### src/rtl/restroom_pkg.sv
// -----------------------------------------------------------------------------
// restroom_pkg
//   Shared types and constants for the smart restroom controller.
//   - stall_state_t : per-stall sequencing state
//   - USAGE_W       : width of the completed-entry counter (usage_cnt), which
//                     only exists when RESTROOM_USAGE_CNT_EN is defined
// -----------------------------------------------------------------------------
package restroom_pkg;

    typedef enum logic [2:0] {
        VACANT   = 3'd0,
        ARMED    = 3'd1,
        ENTER    = 3'd2,
        OCCUPIED = 3'd3,
        FLUSHED  = 3'd4,
        EXIT     = 3'd5
    } stall_state_t;

    localparam int USAGE_W = 16;

endpackage : restroom_pkg

### src/rtl/restroom_stall_fsm.sv
// -----------------------------------------------------------------------------
// restroom_stall_fsm
//   Sequencer for one stall: pre-entry flush arms the stall, an outside door
//   request opens the door for DOOR_CYC cycles, the occupant must flush before
//   the inside door request is honoured, and the exit door is held open for
//   DOOR_CYC cycles. An occupancy timer raises a sticky alarm after
//   OCC_TIMEOUT cycles in OCCUPIED/FLUSHED; the alarm clears on return to
//   VACANT.
//
//   Optional feature macro: RESTROOM_USAGE_CNT_EN adds the enter_done output.
//
// Ports
//   clk, rst            clock, asynchronous active-high reset
//   water_ok            1 = tank is not requesting a refill
//   flush_out           outside pre-entry flush button
//   door_open_outside   outside door request
//   flush_in            inside flush button
//   door_open_inside    inside door request
//   door_state          1 = door open (registered)
//   light               stall light (registered)
//   occupied            occupancy indicator (registered)
//   alarm               occupancy timeout, sticky until VACANT (registered)
//   enter_done          (macro only) stall takes ENTER->OCCUPIED this cycle
//   state               current state, exposed for popcount and debug
// -----------------------------------------------------------------------------
module restroom_stall_fsm
    import restroom_pkg::*;
#(
    parameter int DOOR_CYC    = 8,
    parameter int OCC_TIMEOUT = 1024
) (
    input  logic         clk,
    input  logic         rst,
    input  logic         water_ok,
    input  logic         flush_out,
    input  logic         door_open_outside,
    input  logic         flush_in,
    input  logic         door_open_inside,
    output logic         door_state,
    output logic         light,
    output logic         occupied,
    output logic         alarm,
`ifdef RESTROOM_USAGE_CNT_EN
    output logic         enter_done,
`endif
    output stall_state_t state
);

    localparam int DT_W = $clog2(DOOR_CYC + 1);
    localparam int OT_W = $clog2(OCC_TIMEOUT + 1);

    // Door/arm timer counts 0..DOOR_CYC-1; the transition fires on the edge
    // where it already holds DOOR_CYC-1, giving exactly DOOR_CYC cycles.
    localparam logic [DT_W-1:0] DOOR_LAST = DT_W'(DOOR_CYC - 1);
    localparam logic [OT_W-1:0] OCC_LAST  = OT_W'(OCC_TIMEOUT - 1);
    localparam logic [OT_W-1:0] OCC_MAX   = OT_W'(OCC_TIMEOUT);

    logic [DT_W-1:0] door_tmr;
    logic [OT_W-1:0] occ_tmr;

`ifdef RESTROOM_USAGE_CNT_EN
    assign enter_done = (state == ENTER) && (door_tmr == DOOR_LAST);
`endif

    always_ff @(posedge clk or posedge rst) begin
        if (rst) begin
            state      <= VACANT;
            door_tmr   <= '0;
            occ_tmr    <= '0;
            door_state <= 1'b0;
            light      <= 1'b0;
            occupied   <= 1'b0;
            alarm      <= 1'b0;
        end else begin
            // Occupancy timer runs in both occupied phases and saturates; the
            // alarm is raised on the edge the count reaches OCC_TIMEOUT.
            if (state == OCCUPIED || state == FLUSHED) begin
                if (occ_tmr != OCC_MAX) begin
                    occ_tmr <= occ_tmr + OT_W'(1);
                end
                if (occ_tmr == OCC_LAST) begin
                    alarm <= 1'b1;
                end
            end

            case (state)
                VACANT: begin
                    if (flush_out && water_ok) begin
                        state    <= ARMED;
                        door_tmr <= '0;
                    end
                end

                ARMED: begin
                    // Low water aborts arming before a door request is honoured.
                    if (!water_ok) begin
                        state <= VACANT;
                    end else if (door_open_outside) begin
                        state      <= ENTER;
                        door_tmr   <= '0;
                        door_state <= 1'b1;
                        light      <= 1'b1;
                        occupied   <= 1'b1;
                    end else if (door_tmr == DOOR_LAST) begin
                        state <= VACANT;
                    end else begin
                        door_tmr <= door_tmr + DT_W'(1);
                    end
                end

                ENTER: begin
                    if (door_tmr == DOOR_LAST) begin
                        state      <= OCCUPIED;
                        door_state <= 1'b0;
                        occ_tmr    <= '0;
                    end else begin
                        door_tmr <= door_tmr + DT_W'(1);
                    end
                end

                OCCUPIED: begin
                    // Inside door request deliberately ignored until flushed.
                    if (flush_in) begin
                        state <= FLUSHED;
                    end
                end

                FLUSHED: begin
                    if (door_open_inside) begin
                        state      <= EXIT;
                        door_tmr   <= '0;
                        door_state <= 1'b1;
                    end
                end

                EXIT: begin
                    if (door_tmr == DOOR_LAST) begin
                        state      <= VACANT;
                        door_state <= 1'b0;
                        light      <= 1'b0;
                        occupied   <= 1'b0;
                        alarm      <= 1'b0;
                    end else begin
                        door_tmr <= door_tmr + DT_W'(1);
                    end
                end

                default: begin
                    state      <= VACANT;
                    door_state <= 1'b0;
                    light      <= 1'b0;
                    occupied   <= 1'b0;
                    alarm      <= 1'b0;
                end
            endcase
        end
    end

endmodule : restroom_stall_fsm

### src/rtl/smart_restroom_ctrl.sv
// -----------------------------------------------------------------------------
// smart_restroom_ctrl
//   Multi-stall restroom controller. One restroom_stall_fsm per stall, a
//   hysteretic tank refill request (motor_on), a combinational count of
//   VACANT stalls and, optionally, a saturating count of completed entries.
//
//   Optional feature macro: RESTROOM_USAGE_CNT_EN adds the usage_cnt port.
//
// Ports
//   clk, rst            clock, asynchronous active-high reset
//   flush_out           [NUM_STALLS] outside pre-entry flush buttons
//   door_open_outside   [NUM_STALLS] outside door requests
//   flush_in            [NUM_STALLS] inside flush buttons
//   door_open_inside    [NUM_STALLS] inside door requests
//   water_level         [WL_W] unsigned tank level
//   door_state          [NUM_STALLS] 1 = door open
//   light               [NUM_STALLS] stall lights
//   occupied            [NUM_STALLS] occupancy indicators
//   alarm               [NUM_STALLS] occupancy timeout alarms
//   motor_on            refill request (registered, hysteretic)
//   vacant_cnt          number of stalls in VACANT (combinational)
//   usage_cnt           [16] completed entries (macro only, saturating)
// -----------------------------------------------------------------------------
module smart_restroom_ctrl
    import restroom_pkg::*;
#(
    parameter int NUM_STALLS  = 4,
    parameter int DOOR_CYC    = 8,
    parameter int OCC_TIMEOUT = 1024,
    parameter int WL_W        = 8,
    parameter int LOW_THR     = 64,
    parameter int HIGH_THR    = 192
) (
    input  logic                              clk,
    input  logic                              rst,
    input  logic [NUM_STALLS-1:0]             flush_out,
    input  logic [NUM_STALLS-1:0]             door_open_outside,
    input  logic [NUM_STALLS-1:0]             flush_in,
    input  logic [NUM_STALLS-1:0]             door_open_inside,
    input  logic [WL_W-1:0]                   water_level,
    output logic [NUM_STALLS-1:0]             door_state,
    output logic [NUM_STALLS-1:0]             light,
    output logic [NUM_STALLS-1:0]             occupied,
    output logic [NUM_STALLS-1:0]             alarm,
    output logic                              motor_on,
    output logic [$clog2(NUM_STALLS+1)-1:0]   vacant_cnt
`ifdef RESTROOM_USAGE_CNT_EN
    ,
    output logic [USAGE_W-1:0]                usage_cnt
`endif
);

    localparam int VC_W = $clog2(NUM_STALLS + 1);

    logic         water_ok;
    stall_state_t stall_state [NUM_STALLS];

`ifdef RESTROOM_USAGE_CNT_EN
    logic [NUM_STALLS-1:0] enter_done;
`endif

    // Arming is allowed only while no refill is requested.
    assign water_ok = !motor_on;

    // Set below LOW_THR, clear at/above HIGH_THR, hold in between.
    always_ff @(posedge clk or posedge rst) begin
        if (rst) begin
            motor_on <= 1'b0;
        end else if (water_level < WL_W'(LOW_THR)) begin
            motor_on <= 1'b1;
        end else if (water_level >= WL_W'(HIGH_THR)) begin
            motor_on <= 1'b0;
        end
    end

    for (genvar g = 0; g < NUM_STALLS; g++) begin : g_stall
        restroom_stall_fsm #(
            .DOOR_CYC    (DOOR_CYC),
            .OCC_TIMEOUT (OCC_TIMEOUT)
        ) u_fsm (
`ifdef RESTROOM_USAGE_CNT_EN
            .enter_done        (enter_done[g]),
`endif
            .clk               (clk),
            .rst               (rst),
            .water_ok          (water_ok),
            .flush_out         (flush_out[g]),
            .door_open_outside (door_open_outside[g]),
            .flush_in          (flush_in[g]),
            .door_open_inside  (door_open_inside[g]),
            .door_state        (door_state[g]),
            .light             (light[g]),
            .occupied          (occupied[g]),
            .alarm             (alarm[g]),
            .state             (stall_state[g])
        );
    end

    always_comb begin
        vacant_cnt = '0;
        for (int i = 0; i < NUM_STALLS; i++) begin
            vacant_cnt = vacant_cnt + VC_W'(stall_state[i] == VACANT);
        end
    end

`ifdef RESTROOM_USAGE_CNT_EN
    logic [VC_W-1:0]    enter_n;
    logic [USAGE_W:0]   usage_sum;

    always_comb begin
        enter_n = '0;
        for (int i = 0; i < NUM_STALLS; i++) begin
            enter_n = enter_n + VC_W'(enter_done[i]);
        end
    end

    // One extra bit catches the carry so the counter can clamp at all-ones.
    assign usage_sum = {1'b0, usage_cnt} + (USAGE_W + 1)'(enter_n);

    always_ff @(posedge clk or posedge rst) begin
        if (rst) begin
            usage_cnt <= '0;
        end else if (usage_sum[USAGE_W]) begin
            usage_cnt <= '1;
        end else begin
            usage_cnt <= usage_sum[USAGE_W-1:0];
        end
    end
`endif

endmodule : smart_restroom_ctrl

### config.mk
export PLATFORM = sky130hd
export DESIGN_NAME = smart_restroom_ctrl
export DESIGN_NICKNAME = d
export VERILOG_FILES = /design/src/rtl/restroom_pkg.sv /design/src/rtl/restroom_stall_fsm.sv /design/src/rtl/smart_restroom_ctrl.sv
export SDC_FILE = /design/constraint.sdc
export NUM_CORES = 1
export LEC_CHECK = 0
export BUFFER_PORTS_ARGS = -buffer_cell sky130_fd_sc_hd__buf_2
export CORE_MARGIN = 2
export CORE_UTILIZATION = 50
export CTS_BUF_LIST = sky130_fd_sc_hd__clkbuf_2
export DETAILED_ROUTE_END_ITERATION = 8
export PLACE_DENSITY = 0.77
export SLEW_MARGIN = 0
export SYNTH_ARGS = -nofsm -noshare
export SYNTH_HDL_FRONTEND = slang
export SYNTH_SLANG_ARGS = --single-unit
### constraint.sdc
create_clock -name clk -period 5 [get_ports clk]
set_input_delay 0.25 -clock clk [delete_from_list [all_inputs] [get_ports clk]]
set_output_delay 0.25 -clock clk [all_outputs]
set_load 0.05 [all_outputs]
* After elaboration in Yosys (flattened, before gate mapping)
Cells that the tools add are included.
Word-level totals: input bits 26, ROM bits 0, memories kept 0, latch bits 0, register bits after elaboration 85, logic and storage cells 274, memory bits (writable) 0
Operators by class: add/subtract/negate cells 11, divide/modulo/power cells 0, bitwise gates (word level) 8, reduce and logical (&&, ||, !) cells 50, order comparisons 2, shifts and indexed selects 0, equality and inequality tests 64, $mul 0, mux-type cells 114
Operator list (number):
- $mux W11 | 16
- $mux W3 | 28
- $mux W4 | 20
- $pmux W3 S6 | 4
- $pmux W4 S4 | 4
- $reduce_and A4 Y1 | 12
- $add A11 B1 Y11 const B | 4
- $eq A11 B10 Y1 const B | 4
- $ne A11 B11 Y1 const B | 4
- $ne A2 B1 Y1 const B | 16
- $ne A2 B2 Y1 const B | 16
- $mux W1 | 30
- $eq A3 B2 Y1 const B | 8
- $eq A3 B3 Y1 const B | 8
- $reduce_and A5 Y1 | 4
- $reduce_or A5 Y1 | 4
- $add A4 B1 Y4 const B | 4
- $eq A4 B3 Y1 const B | 4
- $pmux W1 S4 | 4
- $reduce_bool A4 Y1 | 4
- $reduce_or A2 Y1 | 8
- $reduce_or A4 Y1 | 4
- $eq A3 B1 Y1 const B | 4
- $logic_not A3 Y1 | 4
- 12 further kinds | 31

* Longest topological paths before layout
word-level depth 5, gate-level depth with buffers 6, mapped depth without buffers 6

* Modules after synthesis
From an unflattened synthesis, not the netlist that was laid out.
Unflattened totals: cell total of the unflattened synthesis 567, area, all modules 5237.5 um^2
By module, submodules not included:
- restroom_stall_fsm (g_stall[0].u_fsm ...) | cells an instance 138, area each 1268.7 um^2, instances 3, sequential area each 525.5 um^2
- restroom_stall_fsm (g_stall[3].u_fsm) | cells an instance 137, area each 1291.2 um^2, instances 1, sequential area each 525.5 um^2
- smart_restroom_ctrl | cells an instance 16, area each 140.1 um^2, instances 1, sequential area each 25.0 um^2

* Worst setup path before layout
OpenSTA, ideal clock, no wires.
path kind reg2out, start reg g_stall[0].u_fsm.state[0], end out vacant_cnt[1], path buffers 2, data arrival time 2136 ps, required time 4750 ps, stages on the path, launching flop included 7, slack 2614 ps, path through dfrtp_1 > buf_2 > buf_1 > nor3_1 > fa_1 > ha_1 > ha_1
Between the ends: longest elaborated chain between the ends 4
RTL lines:
- from (decl) | RTL line restroom_stall_fsm.sv:46 | output stall_state_t state
- from (signal assigned) | RTL line restroom_stall_fsm.sv:67 | state <= VACANT;
- from (signal assigned) | RTL line restroom_stall_fsm.sv:89 | state <= ARMED;
- from (signal assigned) | RTL line restroom_stall_fsm.sv:97 | state <= VACANT;
- $logic_not A3 Y1 | RTL line smart_restroom_ctrl.sv:102 | vacant_cnt = vacant_cnt + VC_W'(stall_state[i] == VACANT);
- $add A1 B1 Y2 | RTL line smart_restroom_ctrl.sv:102
- $add A2 B1 Y3 | RTL line smart_restroom_ctrl.sv:102
- $add A3 B1 Y3 | RTL line smart_restroom_ctrl.sv:102
- to (decl) | RTL line smart_restroom_ctrl.sv:46 | output logic [$clog2(NUM_STALLS+1)-1:0] vacant_cnt
Every way passes these cells.

* Worst setup path after layout
Same ends and word-level chain as after synthesis.

==> impl_metrics.env <==
export IMPL_combinationalPowerShare_pct=48.8
export IMPL_min_path_type="in2reg"
export IMPL_p_int_mw=1.44
export IMPL_post_dp_hpwl_um=7650
export IMPL_final_setup_tns_ns=0
export IMPL_final_max_slew_viol_count=0
export IMPL_dp_cells=707
export IMPL_critPathArrivalTime_ns=2.96
export IMPL_slowest_delay_ns=0.61
export IMPL_switching_share_pct=49.6
export IMPL_grt_max_degree=67
export IMPL_clk_path_buf_depth=2
export IMPL_placed_area_sq_um=5480
export IMPL_p_switching_mw=1.42
export IMPL_hold_buffers=6
export IMPL_routed_wl_um=10800
export IMPL_route_detailed_drc=0
export IMPL_syn_num_nets=616
export IMPL_seq_area_frac_synth_pct=39.7
export IMPL_die_y_um=107
export IMPL_ant_nets=0
export IMPL_synth_seq_cells=85
export IMPL_setup_slack_ns=1.79
export IMPL_ys_flop_type="dfrtp_1"
export IMPL_wl_per_cell_um=14.8
export IMPL_place_gp_congestion=0.852
export IMPL_die_area_sq_um=11500
export IMPL_clock_sink_count=85
export IMPL_crit_fanout=17
export IMPL_cpMostUsedCell="ha_1"
export IMPL_yosysTopAreaCellShare_pct=39.7
export IMPL_end_kind="output pin"
export IMPL_preCtsSetupSlack_ns=2.39
export IMPL_cts_max_level=3
export IMPL_synth_top_cell_by_area="dfrtp_1"
export IMPL_io_buffers=39
export IMPL_pwr_share_seq_pct=41.1
export IMPL_nNetsFinal=630
export IMPL_drive_above_1_share_pct=12.5
export IMPL_yosys_warnings=0
export IMPL_layout_cells_non_filler=728
export IMPL_worstSkewPairLatency_ns=0.56
export IMPL_finalHoldViolCount=0
export IMPL_cp_data_required_time_ns=4.75
export IMPL_relSlewSlack_pct=44.7
export IMPL_synthArstFlopShare_pct=100
export IMPL_core_rowCount=37
export IMPL_synth_area_leaders="dfrtp_1, nor2_1, ha_1, a21oi_1, xor2_1"
export IMPL_grt_pass1_vias=4124
export IMPL_grt_usage_pct=20.1
export IMPL_fin_util_pct=54.1
export IMPL_pwr_density_cell_nw_per_um2=509
export IMPL_run_status="finished, final reports clean"
export IMPL_synth_area_sq_um=5350
export IMPL_path_cells="nor3_1 > fa_1 > ha_1 > ha_1 > buf_2"
export IMPL_setup_viol=0
export IMPL_synthCells=574
export IMPL_die_width_um=107
export IMPL_finClkSkew_ns=0.0205
export IMPL_synth_edff_count=0
export IMPL_power_frac_clock_pct=10.1
export IMPL_mostFrequentLayoutCells="dfrtp_1, nor2_1, buf_2"
export IMPL_fmaxAchievable_mhz=312
export IMPL_grt_pass1_wl_um=18800
export IMPL_antenna_found_initial=0
export IMPL_post_cts_buffers=0
export IMPL_core_area_sq_um=10400
export IMPL_cts_root_buffer="clkbuf_2"
export IMPL_p_leak_nw=2.53
export IMPL_ios=46
export IMPL_post_route_period_util_pct=64.2
export IMPL_cp_slowest_cell="dfrtp_1"
export IMPL_postSynthAreaPerCell_sq_um=9.33
export IMPL_hold_ws_ns=0.106
export IMPL_drtPass1Iterations=4
export IMPL_rsz0062_at_grt="false"
export IMPL_final_common_cell="dfrtp_1"
export IMPL_via_per_inst=5.86
export IMPL_dr_total_vias=4268
export IMPL_layout_min_cycle_time_ns=3.21
export IMPL_cts_tree="yes"
export IMPL_start_kind="flop"
export IMPL_clkTransAtPathRegs_ns=0.22
export IMPL_worst_pin_slew_ns=0.829
export IMPL_initial_core_util_pct=51.6
export IMPL_gr_total_overflow=0
export IMPL_multiInputGateArea_sq_um=2850
export IMPL_cts_buffers=9
export IMPL_n_fill_cell=980
export IMPL_area_delta_synth_final_pct=4.82
export IMPL_power_mw=2.86
export IMPL_fin_area_sq_um=5610
export IMPL_ir_worst_vdd_uv=696
export IMPL_ys_types=72
export IMPL_diodes=0
export IMPL_dr_first_iter_drc_count=163
export IMPL_crit_type="reg2out"
export IMPL_cts_resized=0
export IMPL_drv_cap=0
export IMPL_regArea_sq_um=2130
[cells in the mapped netlist (all sizes together) (4+ instances only)]
library cell	instances
dfrtp	85
nor2	51
inv	34
buf	32
a21oi	28
nand2	28
o21ai	24
nor3	18
nand3	16
xor2	16
ha	15
o211ai	12
clkbuf	11
nor2b	11
o2111ai	11
xnor2	11
nand2b	10
and3	9
mux2i	9
nor3b	9
o22ai	9
and2	8
nor4b	7
o21a	7
a21boi	6
a21o	6
a22o	6
and3b	6
o21bai	6
or3	6
a31oi	5
nand3b	5
a211oi	4
a221oi	4
a22oi	4
[per-layer routing]
layer / wire length (um) / global-route usage [%] / vias up
met5: 0 / 0 / -
li1: - / - / 2095
met2: 5090 / 32.6 / 81
met3: 455 / 3.39 / 17
met4: 199 / 7.69 / 0
met1: 5060 / 27.1 / 2075
[final timing paths]
path,slack (ns),to,startpoint,cells past startpoint
worst max register to register,2.87,g_stall[2].u_fsm.occ_tmr[10],g_stall[2].u_fsm.state[2],4
min in group asynchronous,0.16,g_stall[3].u_fsm.door_state,rst,3
worst min-delay path,0.11,g_stall[2].u_fsm.light,door_open_outside[2],4
max in group asynchronous,3.71,g_stall[1].u_fsm.occ_tmr[1],rst,4
worst max-delay path,1.79,vacant_cnt[1],g_stall[0].u_fsm.state[0],5
worst min register to register,0.52,g_stall[1].u_fsm.door_state,g_stall[1].u_fsm.door_state,1
[layout make-up]
cell class / count / share of cell area [%]
Multi-Input combinational cell: 412 / 50.8
Inverter: 34 / 2.30
Sequential cell: 85 / 37.9
Clock buffer: 11 / 0.981
Clock inverter: 4 / 0.290
Tap cell: 136 / 3.03
Timing Repair Buffer: 46 / 4.68
[flip-flops by register name (all words and copies together), names as in the netlist]
register	count
g_stall.u_fsm.alarm	4
g_stall.u_fsm.door_state	4
g_stall.u_fsm.door_tmr	16
g_stall.u_fsm.light	4
g_stall.u_fsm.occ_tmr	44
g_stall.u_fsm.state	12
motor_on	1
[worst max-delay path: cells and delay by family, from the launching register on]
kind	cells	cell delay (ns)
flip-flops	1	0.61
adder cells (fa/ha/maj)	3	1.02
buffers and inverters	1	0.25
AND/OR/NAND/NOR	1	0.54
[power by group through the flow]
stage / registers, mW / logic (mW) / clock network, mW
after floorplan: 1.00 / 1.36 / 0
after global placement: 1.16 / 1.34 / 0
after detailed placement: 1.18 / 1.39 / 0
after CTS: 1.17 / 1.40 / 0.299
after global routing: 1.22 / 1.56 / 0.327
final: 1.17 / 1.39 / 0.289
[cell families after synthesis]
kind of cell    synth area share, %
compound gates                 21.3
xor+xnor                       4.42
fa+ha+maj                      3.88
buf+inv                        7.01
flops                          39.7
mux                            2.31
simple gates                   21.3
(Power assumes the default switching activity.)
